### src/rtl/my_not_array_pkg.sv
// Shared constants for the my_not_array inverter block: mode encoding and
// default channel / divider widths.
package my_not_array_pkg;

    typedef enum logic {
        MODE_INVERT = 1'b0,
        MODE_TOGGLE = 1'b1
    } mode_e;

    localparam int DEFAULT_WIDTH = 8;
    localparam int DEFAULT_DIV_W = 8;

endpackage : my_not_array_pkg

### src/rtl/my_not_divider.sv
// Programmable wrap divider: counts 0..div_reg and flags a wrap every
// div_reg+1 cycles; tick is the registered copy of that wrap.
module my_not_divider #(
    parameter int DIV_W = 8
) (
    input  logic             clock,
    input  logic             reset,
    input  logic             div_load,
    input  logic [DIV_W-1:0] div_value,
    output logic             wrap,
    output logic             tick
);

    logic [DIV_W-1:0] div_reg_q, div_reg_d;
    logic [DIV_W-1:0] cnt_q, cnt_d;
    logic             tick_q, tick_d;

    // NOTE: every output of a combinational block gets a default first, so no
    // path through the if/else can leave a value unassigned and infer a latch.
    always_comb begin
        div_reg_d = div_reg_q;
        cnt_d     = cnt_q;
        wrap      = 1'b0;
        if (div_load) begin
            // A load restarts the period from 0 and suppresses the wrap, even
            // when the new reload value is below the running count.
            div_reg_d = div_value;
            cnt_d     = '0;
        end else if (cnt_q == div_reg_q) begin
            cnt_d = '0;
            wrap  = 1'b1;
        end else begin
            cnt_d = cnt_q + DIV_W'(1);
        end
        tick_d = wrap;
    end

    // NOTE: state registers use non-blocking assignments so every flop samples
    // the pre-edge values regardless of statement order.
    always_ff @(posedge clock) begin
        if (reset) begin
            div_reg_q <= '0;
            cnt_q     <= '0;
            tick_q    <= 1'b0;
        end else begin
            div_reg_q <= div_reg_d;
            cnt_q     <= cnt_d;
            tick_q    <= tick_d;
        end
    end

    assign tick = tick_q;

endmodule : my_not_divider

### src/rtl/my_not_array.sv
// Array of independent registered inverters: each channel either inverts its
// data input or toggles on every divider wrap, gated by its own enable.
module my_not_array
    import my_not_array_pkg::*;
#(
    parameter int WIDTH = DEFAULT_WIDTH,
    parameter int DIV_W = DEFAULT_DIV_W
) (
    input  logic             clock,
    input  logic             reset,
    input  logic [WIDTH-1:0] in_data,
    input  logic [WIDTH-1:0] enable,
    input  logic             mode,
    input  logic             div_load,
    input  logic [DIV_W-1:0] div_value,
    output logic [WIDTH-1:0] out,
    output logic             tick
);

    logic             wrap;
    logic [WIDTH-1:0] out_q, out_d;

    // The divider free-runs in both modes so tick stays meaningful in invert mode.
    my_not_divider #(
        .DIV_W (DIV_W)
    ) u_divider (
        .clock     (clock),
        .reset     (reset),
        .div_load  (div_load),
        .div_value (div_value),
        .wrap      (wrap),
        .tick      (tick)
    );

    for (genvar i = 0; i < WIDTH; i++) begin : g_chan
        logic next_bit;

        always_comb begin
            next_bit = out_q[i];
            if (enable[i]) begin
                if (mode == MODE_TOGGLE) begin
                    next_bit = out_q[i] ^ wrap;
                end else begin
                    next_bit = ~in_data[i];
                end
            end
        end

        assign out_d[i] = next_bit;
    end

    always_ff @(posedge clock) begin
        if (reset) begin
            out_q <= '0;
        end else begin
            out_q <= out_d;
        end
    end

    assign out = out_q;

endmodule : my_not_array

### config.mk
export PLATFORM = sky130hd
export DESIGN_NAME = my_not_array
export DESIGN_NICKNAME = d
export VERILOG_FILES = /design/src/rtl/my_not_array_pkg.sv /design/src/rtl/my_not_divider.sv /design/src/rtl/my_not_array.sv
export SDC_FILE = /design/constraint.sdc
export NUM_CORES = 1
export LEC_CHECK = 0
export BUFFER_PORTS_ARGS = -buffer_cell sky130_fd_sc_hd__buf_4
export CAP_MARGIN = 0
export CORE_UTILIZATION = 40
export DETAILED_ROUTE_END_ITERATION = 10
export GPL_TIMING_DRIVEN = 0
export PLACE_DENSITY = 0.72
export SYNTH_ARGS = -nofsm -noshare
export SYNTH_HDL_FRONTEND = slang
export SYNTH_SLANG_ARGS = --single-unit
### constraint.sdc
create_clock -name clock -period 2.9 [get_ports clock]
set_clock_uncertainty 0.1 [all_clocks]
set_input_delay 0.145 -clock clock [delete_from_list [all_inputs] [get_ports clock]]
set_output_delay 0.145 -clock clock [all_outputs]
set_load 0.005 [all_outputs]
==> flow_summary.json, run 1 <==
{
  "core_region_area_um2": 2810,
  "drt-total-wl_mm": 2.66,
  "cp.depth": 4,
  "max_cap_viol_count": 0,
  "pre_cts_ws_ns": 0.919,
  "p_int_uw": 489,
  "path_clk_slew_ns": 0.13,
  "max-slew-margin-rel_pct": 55.9,
  "dieArea_um2": 3250,
  "numCtsBuffers": 3,
  "ys_seq_area_share_pct": 41.3,
  "reg2reg_from": "u_divider.cnt_q[2]",
  "start_util_pct": 43.2,
  "htreeDepth": 1,
  "clock_latency_ns": 0.31,
  "synthesis.area_um2": 1210,
  "worst_pin_slew_ns": 0.657,
  "min_path_type": "in2reg",
  "p_sw_uw": 182,
  "grt_pass1_vias": 1084,
  "crit_buf_inv": 0,
  "drt_pass1_iterations": 7,
  "fin_tns_setup_ns": 0,
  "ys_warn_count": 0,
  "area_growth_pct": 38.0,
  "max_stage_delay_ns": 0.60,
  "fin_area_um2": 1670,
  "min_period_over_period_pct": 67.3,
  "swShare_pct": 27.2,
  "cts_buffer_depth": 2,
  "die_w_um": 57.0,
  "cts.sinks": 25,
  "synth.avg_cell_area_um2": 9.18,
  "crit_path_end": "out[3]",
  "synthTopCellsByArea": "dfxtp_1 (41%), nor2_1 (9.9%), mux2i_1 (6.6%)",
  "grt_pass1_wl_mm": 4.48,
  "vias_per_cell": 5.32,
  "num-nets-final": 214,
  "drc": 10,
  "power_frac_comb_pct": 21.5,
  "fin_crit_ns": 1.95,
  "layout-drive-gt1-share_pct": 21.7,
  "cts_tree": "built",
  "ant_nets": 0,
  "reg2regPathDepth": 4,
  "die_h_um": 57.0,
  "setup_viol": 0,
  "crit_slowest_cell": "or4_1",
  "antenna_found_initial": 0,
  "synthCells": 132,
  "postCtsSetupBuffers": 0,
  "cp-end-kind": "register",
  "violations": "DRC",
  "crit_type": "reg2reg",
  "outcome": "finished, violations left",
  "ys_seq_elements": 25,
  "antenna_cells": 0,
  "yosysTopAreaCellShare_pct": 41.3,
  "whs_path_depth": 3,
  "routabilityCongestion": 0.808,
  "slew_viol_final": 0,
  "synth_largest_area_cell": "dfxtp_1",
  "regToRegEndpoint": "out[3]",
  "p_per_area_nw_per_um2": 401,
  "dp_hpwl_mm": 1.91,
  "crit_arrival_ns": 2.03,
  "setup_slack_ns": 0.947,
  "grt_max_degree": 14,
  "worstPathRequired_ns": 2.98,
  "place_area_um2": 1510,
  "leakage_uw": 0.000746,
  "hold_viol": 0,
  "syn_nets": 161,
  "power_frac_seq_pct": 55.5,
  "ys_types": 20,
  "ioPinCount": 37,
  "crit_chain": "xor2_1, or4_1, o31ai_4, a2111oi_0",
  "grt_usage_pct": 17.2,
  "post_drt_wl_per_cell_um": 12.4,
  "first_iter_violations": 52,
  "max_freq_ghz": 0.512,
  "rows": 19,
  "dr_total_vias": 1143,
  "gr-total-overflow": 0,
  "critPathTopFamily": "simple AND/OR/NAND/NOR gates",
  "start_kind": "register",
  "root_buffer": "clkbuf_4",
  "power_uw": 671,
  "r2r_slack_ns": 0.95,
  "crit_fanout": 8,
  "p_clk_share_pct": 23.1,
  "startpoint": "u_divider.cnt_q[2]",
  "ir_drop_uv": 228,
  "port_buffers": 34,
  "rsz0062_at_grt": "false"
}
==> cell families (layout without fill, tap and decap cells) <==
group / after synthesis / after routing / share of synthesized area, %
adder cells (fa/ha/maj): 1 / 1 / 1.03
AND/OR/NAND/NOR: 61 / 61 / 25.4
AO/OA/AOI/OAI: 18 / 18 / 13.9
flip-flops: 25 / 25 / 41.3
XOR/XNOR: 14 / 14 / 10.1
buffers and inverters: 5 / 57 / 1.55
multiplexers: 8 / 8 / 6.61
==> metrics by stage <==
stage	hold WS [ns]	instances	util [%]
2_1_floorplan	0.193	132	-
3_3_place_gp	0.282	197	53.7
3_5_place_dp	0.292	197	53.7
4_1_cts	0.00202	215	59.6
5_1_grt	0.0100	215	59.6
6_report	0.00552	215	59.6
==> area by class of cell <==
type,instances,area (um2)
Buffer,5,18.8
Clock buffer,4,26.3
Sequential cell,25,500
Multi-Input combinational cell,102,692
Tap cell,31,38.8
Timing Repair Buffer,48,395
Fill cell,250,1130
==> registers in the layout (all words and copies together) (netlist names) <==
name	flops
u_divider.cnt_q	8
out	8
u_divider.tick	1
u_divider.div_reg_q	8
==> cell usage in the layout, fill, tap and decap left out, drive strengths merged, types with 8 or more instances in the layout <==
cell,count
buf,36
nor2,32
dfxtp,25
dlygate4sd3,14
xor2,9
mux2i,8
nand2,8
a311oi,8
a2111oi,8
==> how the worst min path moves through the flow <==
stage	start	end	slack, ns
floorplan	div_value[0]	u_divider.div_reg_q[0]	0.19
global placement	div_value[7]	u_divider.div_reg_q[7]	0.28
detailed placement	div_value[7]	u_divider.div_reg_q[7]	0.29
CTS	enable[3]	out[3]	0.002
global route	enable[3]	out[3]	0.01
finish	enable[3]	out[3]	0.006
==> synthesized netlist by cell type <==
cell       instances
o31ai_4            1
buf_1              2
nand3_1            5
xor2_1             9
clkbuf_1           3
and2_1             7
nor2b_1            2
xnor2_1            5
mux2i_1            8
nor4_1             1
ha_1               1
nor2_1            32
a311oi_1           8
a211oi_1           1
dfxtp_1           25
or4_1              2
and3_1             2
nand2_1            8
a2111oi_0          8
nor4_4             2
==> layer usage <==
metal  GRT usage, %  vias to the layer above  part of all wire (%)
met5              0                        -                     0
met4           4.18                        0                     0
met3           2.27                        0                   5.3
met2           32.6                       27                    51
met1           20.4                      532                    44
li1               -                      584                     -
==> worst register-to-register path: cells and delay by family (launching register included) <==
| family | cells | cell delay [ns] |
|---|---|---|
| compound gates | 2 | 0.54 |
| xor+xnor | 1 | 0.14 |
| flops | 1 | 0.44 |
| simple gates | 1 | 0.60 |
==> power groups by stage <==
stage / combinational [uW] / clock [uW] / sequential, uW
2_1_floorplan: 74.1 / 0 / 378
3_3_place_gp: 126 / 0 / 379
3_5_place_dp: 129 / 0 / 380
4_1_cts: 144 / 165 / 372
5_1_grt: 159 / 177 / 375
6_report: 144 / 155 / 372
==> repair_timing <==
item                                    4_1_cts  5_1_grt
gates resized for setup                       0        0
endpoints found under the setup margin        0        0
hold buffers                                 14        0
hold endpoints to repair                     14        0
Note: power is estimated with default switching activity, not from simulation.
==> inputs of run 2 (changes only) <==
--- a/config.mk
+++ b/config.mk
@@ -5,12 +5,13 @@
 export SDC_FILE = /design/constraint.sdc
 export NUM_CORES = 1
 export LEC_CHECK = 0
+export ABC_AREA = 1
 export BUFFER_PORTS_ARGS = -buffer_cell sky130_fd_sc_hd__buf_4
 export CAP_MARGIN = 0
 export CORE_UTILIZATION = 40
 export DETAILED_ROUTE_END_ITERATION = 10
 export GPL_TIMING_DRIVEN = 0
-export PLACE_DENSITY = 0.72
+export PLACE_DENSITY = 0.71
 export SYNTH_ARGS = -nofsm -noshare
 export SYNTH_HDL_FRONTEND = slang
 export SYNTH_SLANG_ARGS = --single-unit
==> constraint.sdc (replaced) <==
create_clock -name clock -period 1.87 [get_ports clock]
set_clock_uncertainty 0.1 [all_clocks]
set_input_delay 0.0935 -clock clock [delete_from_list [all_inputs] [get_ports clock]]
set_output_delay 0.0935 -clock clock [all_outputs]
set_load 0.005 [all_outputs]
==> flow_summary.json, run 2 <==
{
  "outcome": "completed",
  "multi_input_area_um2": 702,
  "slew_viol_final": 0,
  "hold-path-endpoint": "u_divider.cnt_q[4]",
  "syn_nets": 217,
  "cts.sinks": 25,
  "layout-drive-gt1-share_pct": 24.1,
  "crit_type": "reg2reg",
  "num-nets-final": 283,
  "max_freq_ghz": 0.628,
  "setup_viol": 0,
  "synth_largest_area_cell": "dfxtp_1",
  "ioPinCount": 37,
  "routabilityCongestion": 0.780,
  "numCtsBuffers": 3,
  "synth_flop_cell": "dfxtp_1",
  "r2r_slack_ns": 0.28,
  "first_iter_violations": 37,
  "clock_latency_ns": 0.33,
  "regToRegEndpoint": "out[1]",
  "place_area_um2": 1650,
  "synthesis.area_um2": 1340,
  "ant_nets": 0,
  "whs_path_depth": 3,
  "cp-end-kind": "register",
  "hold_viol": 0,
  "grt_pass1_vias": 1201,
  "fin_area_um2": 1950,
  "grt_pass1_wl_mm": 5.09,
  "postCtsSetupBuffers": 0,
  "layout_common_cells": "nand2_1 (48), buf_4 (34), inv_1 (28)",
  "fillers": 278,
  "drt-total-wl_mm": 3.17,
  "die_w_um": 59.9,
  "max-slew-margin-rel_pct": 65.1,
  "p_per_area_nw_per_um2": 567,
  "synth.avg_cell_area_um2": 7.13,
  "yosysTopAreaCellShare_pct": 37.3,
  "root_buffer": "clkbuf_4",
  "cts_tree": "built",
  "drt_pass1_iterations": 4,
  "grt_max_degree": 14,
  "synth_edf_count": 0,
  "synthArstFlopShare_pct": 0,
  "fin_tns_setup_ns": 0,
  "grt_usage_pct": 19.3,
  "start_kind": "register",
  "cts_buffer_depth": 2,
  "htreeDepth": 1,
  "yosysMostFrequentCell": "nand2_1",
  "worstPathRequired_ns": 1.98,
  "cts_resized": 0,
  "fin_crit_ns": 1.59,
  "core_region_area_um2": 3130,
  "die_h_um": 59.9,
  "max_cap_viol_count": 0,
  "reg2regPathDepth": 8,
  "vias_per_cell": 4.58,
  "power_uw": 1100,
  "area_growth_pct": 45.2,
  "ir_drop_uv": 445,
  "min_from": "div_load",
  "path_clk_slew_ns": 0.14,
  "min_path_type": "in2reg",
  "synthCells": 188,
  "dp.cells": 266,
  "ys_types": 26,
  "rows": 20,
  "synthTopCellsByArea": "dfxtp_1 (37%), nand2_1 (13%), inv_1 (7.8%)",
  "regArea_um2": 500,
  "ys_seq_area_share_pct": 37.3,
  "drc": 0,
  "ys_warn_count": 0,
  "post_drt_wl_per_cell_um": 10.7,
  "worst_pin_slew_ns": 0.523,
  "dp_hpwl_mm": 2.05,
  "yosys-top-cells-count": "nand2_1 (48), inv_1 (28), dfxtp_1 (25)",
  "crit_arrival_ns": 1.70,
  "cts_hold_buf": 27,
  "dieArea_um2": 3590,
  "gr-total-overflow": 0,
  "rsz0062_at_grt": "false",
  "final-instance-count-excl-fill": 297,
  "ys_seq_elements": 25,
  "crit_fanout": 10,
  "leakage_uw": 0.000833,
  "antenna_found_initial": 0,
  "port_buffers": 34,
  "reg2reg_from": "u_divider.cnt_q[2]",
  "min_period_over_period_pct": 85.2,
  "layout_commonest_cell": "nand2_1",
  "start_util_pct": 42.9,
  "dr_total_vias": 1361,
  "antenna_cells": 0
}
-- run 2: changes by cell type after synthesis, sizes merged, moves of 19 or more --
cell   change
nand2     +46
inv       +32
a21oi     +22
nor2      -19
-- run 2: routing by layer --
layer / vias to the layer above / share of wire [%] / track usage (%)
met4: 0 / 1.1 / 5.65
met2: 30 / 47 / 32.2
met3: 5 / 3.7 / 6.06
met5: - / 0 / 0
met1: 593 / 48 / 23.5
li1: 733 / - / -
-- run 2: how the worst max path moves through the flow --
stage               slack (ns)     end  cells after the start                from
floorplan                 0.50  out[0]                      8  u_divider.cnt_q[3]
global placement          0.33  out[7]                      8  u_divider.cnt_q[3]
detailed placement        0.31  out[1]                      8  u_divider.cnt_q[2]
CTS                       0.28  out[1]                      8  u_divider.cnt_q[2]
global route              0.08  out[3]                      8  u_divider.cnt_q[2]
finish                    0.28  out[1]                      8  u_divider.cnt_q[2]
-- run 2: area by class of cell --
cell class,count,share of cell area [%]
timing repair buffer,61,27.0
multi-input combinational,126,36.0
buffer,5,0.963
sequential,25,25.7
tap,44,2.83
clock buffer,4,1.35
inverter,32,6.17
-- run 2: per-stage QoR --
stage | utilization, % | worst slack (ns) | hold WS (ns)
final | 62.3 | 0.277 | 0.0175
after detailed placement | 52.8 | 0.308 | 0.260
after global routing | 62.3 | 0.0821 | 0.00391
after CTS | 62.3 | 0.282 | 0.0195
after floorplan | - | 0.500 | 0.134
after global placement | 52.8 | 0.329 | 0.261
-- run 2: cells by family after synthesis --
| group | Yosys count | synth area share, % |
|---|---|---|
| AOI/OAI and AO/OA | 29 | 13.2 |
| DFF | 25 | 37.3 |
| buffers and inverters | 37 | 10.4 |
| adders and majority gates | 1 | 0.933 |
| xor gates and xnor gates | 4 | 2.61 |
| and+or+nand+nor | 92 | 35.5 |
-- run 2: critical path, stage by stage, from the launching register on --
cell	delay, ns
dfxtp_1	0.41
xnor2_1	0.16
nand2_2	0.08
nor2_4	0.24
nand3_4	0.19
nand2_1	0.09
nand3_1	0.07
nand2_1	0.08
a21oi_1	0.05
-- run 2: where the power goes --
| part | internal, uW | total, uW | switching [uW] |
|---|---|---|---|
| clock | 83.8 | 250 | 166 |
| sequential | 559 | 580 | 21.7 |
| combinational | 142 | 274 | 132 |
| total | 785 | 1100 | 319 |
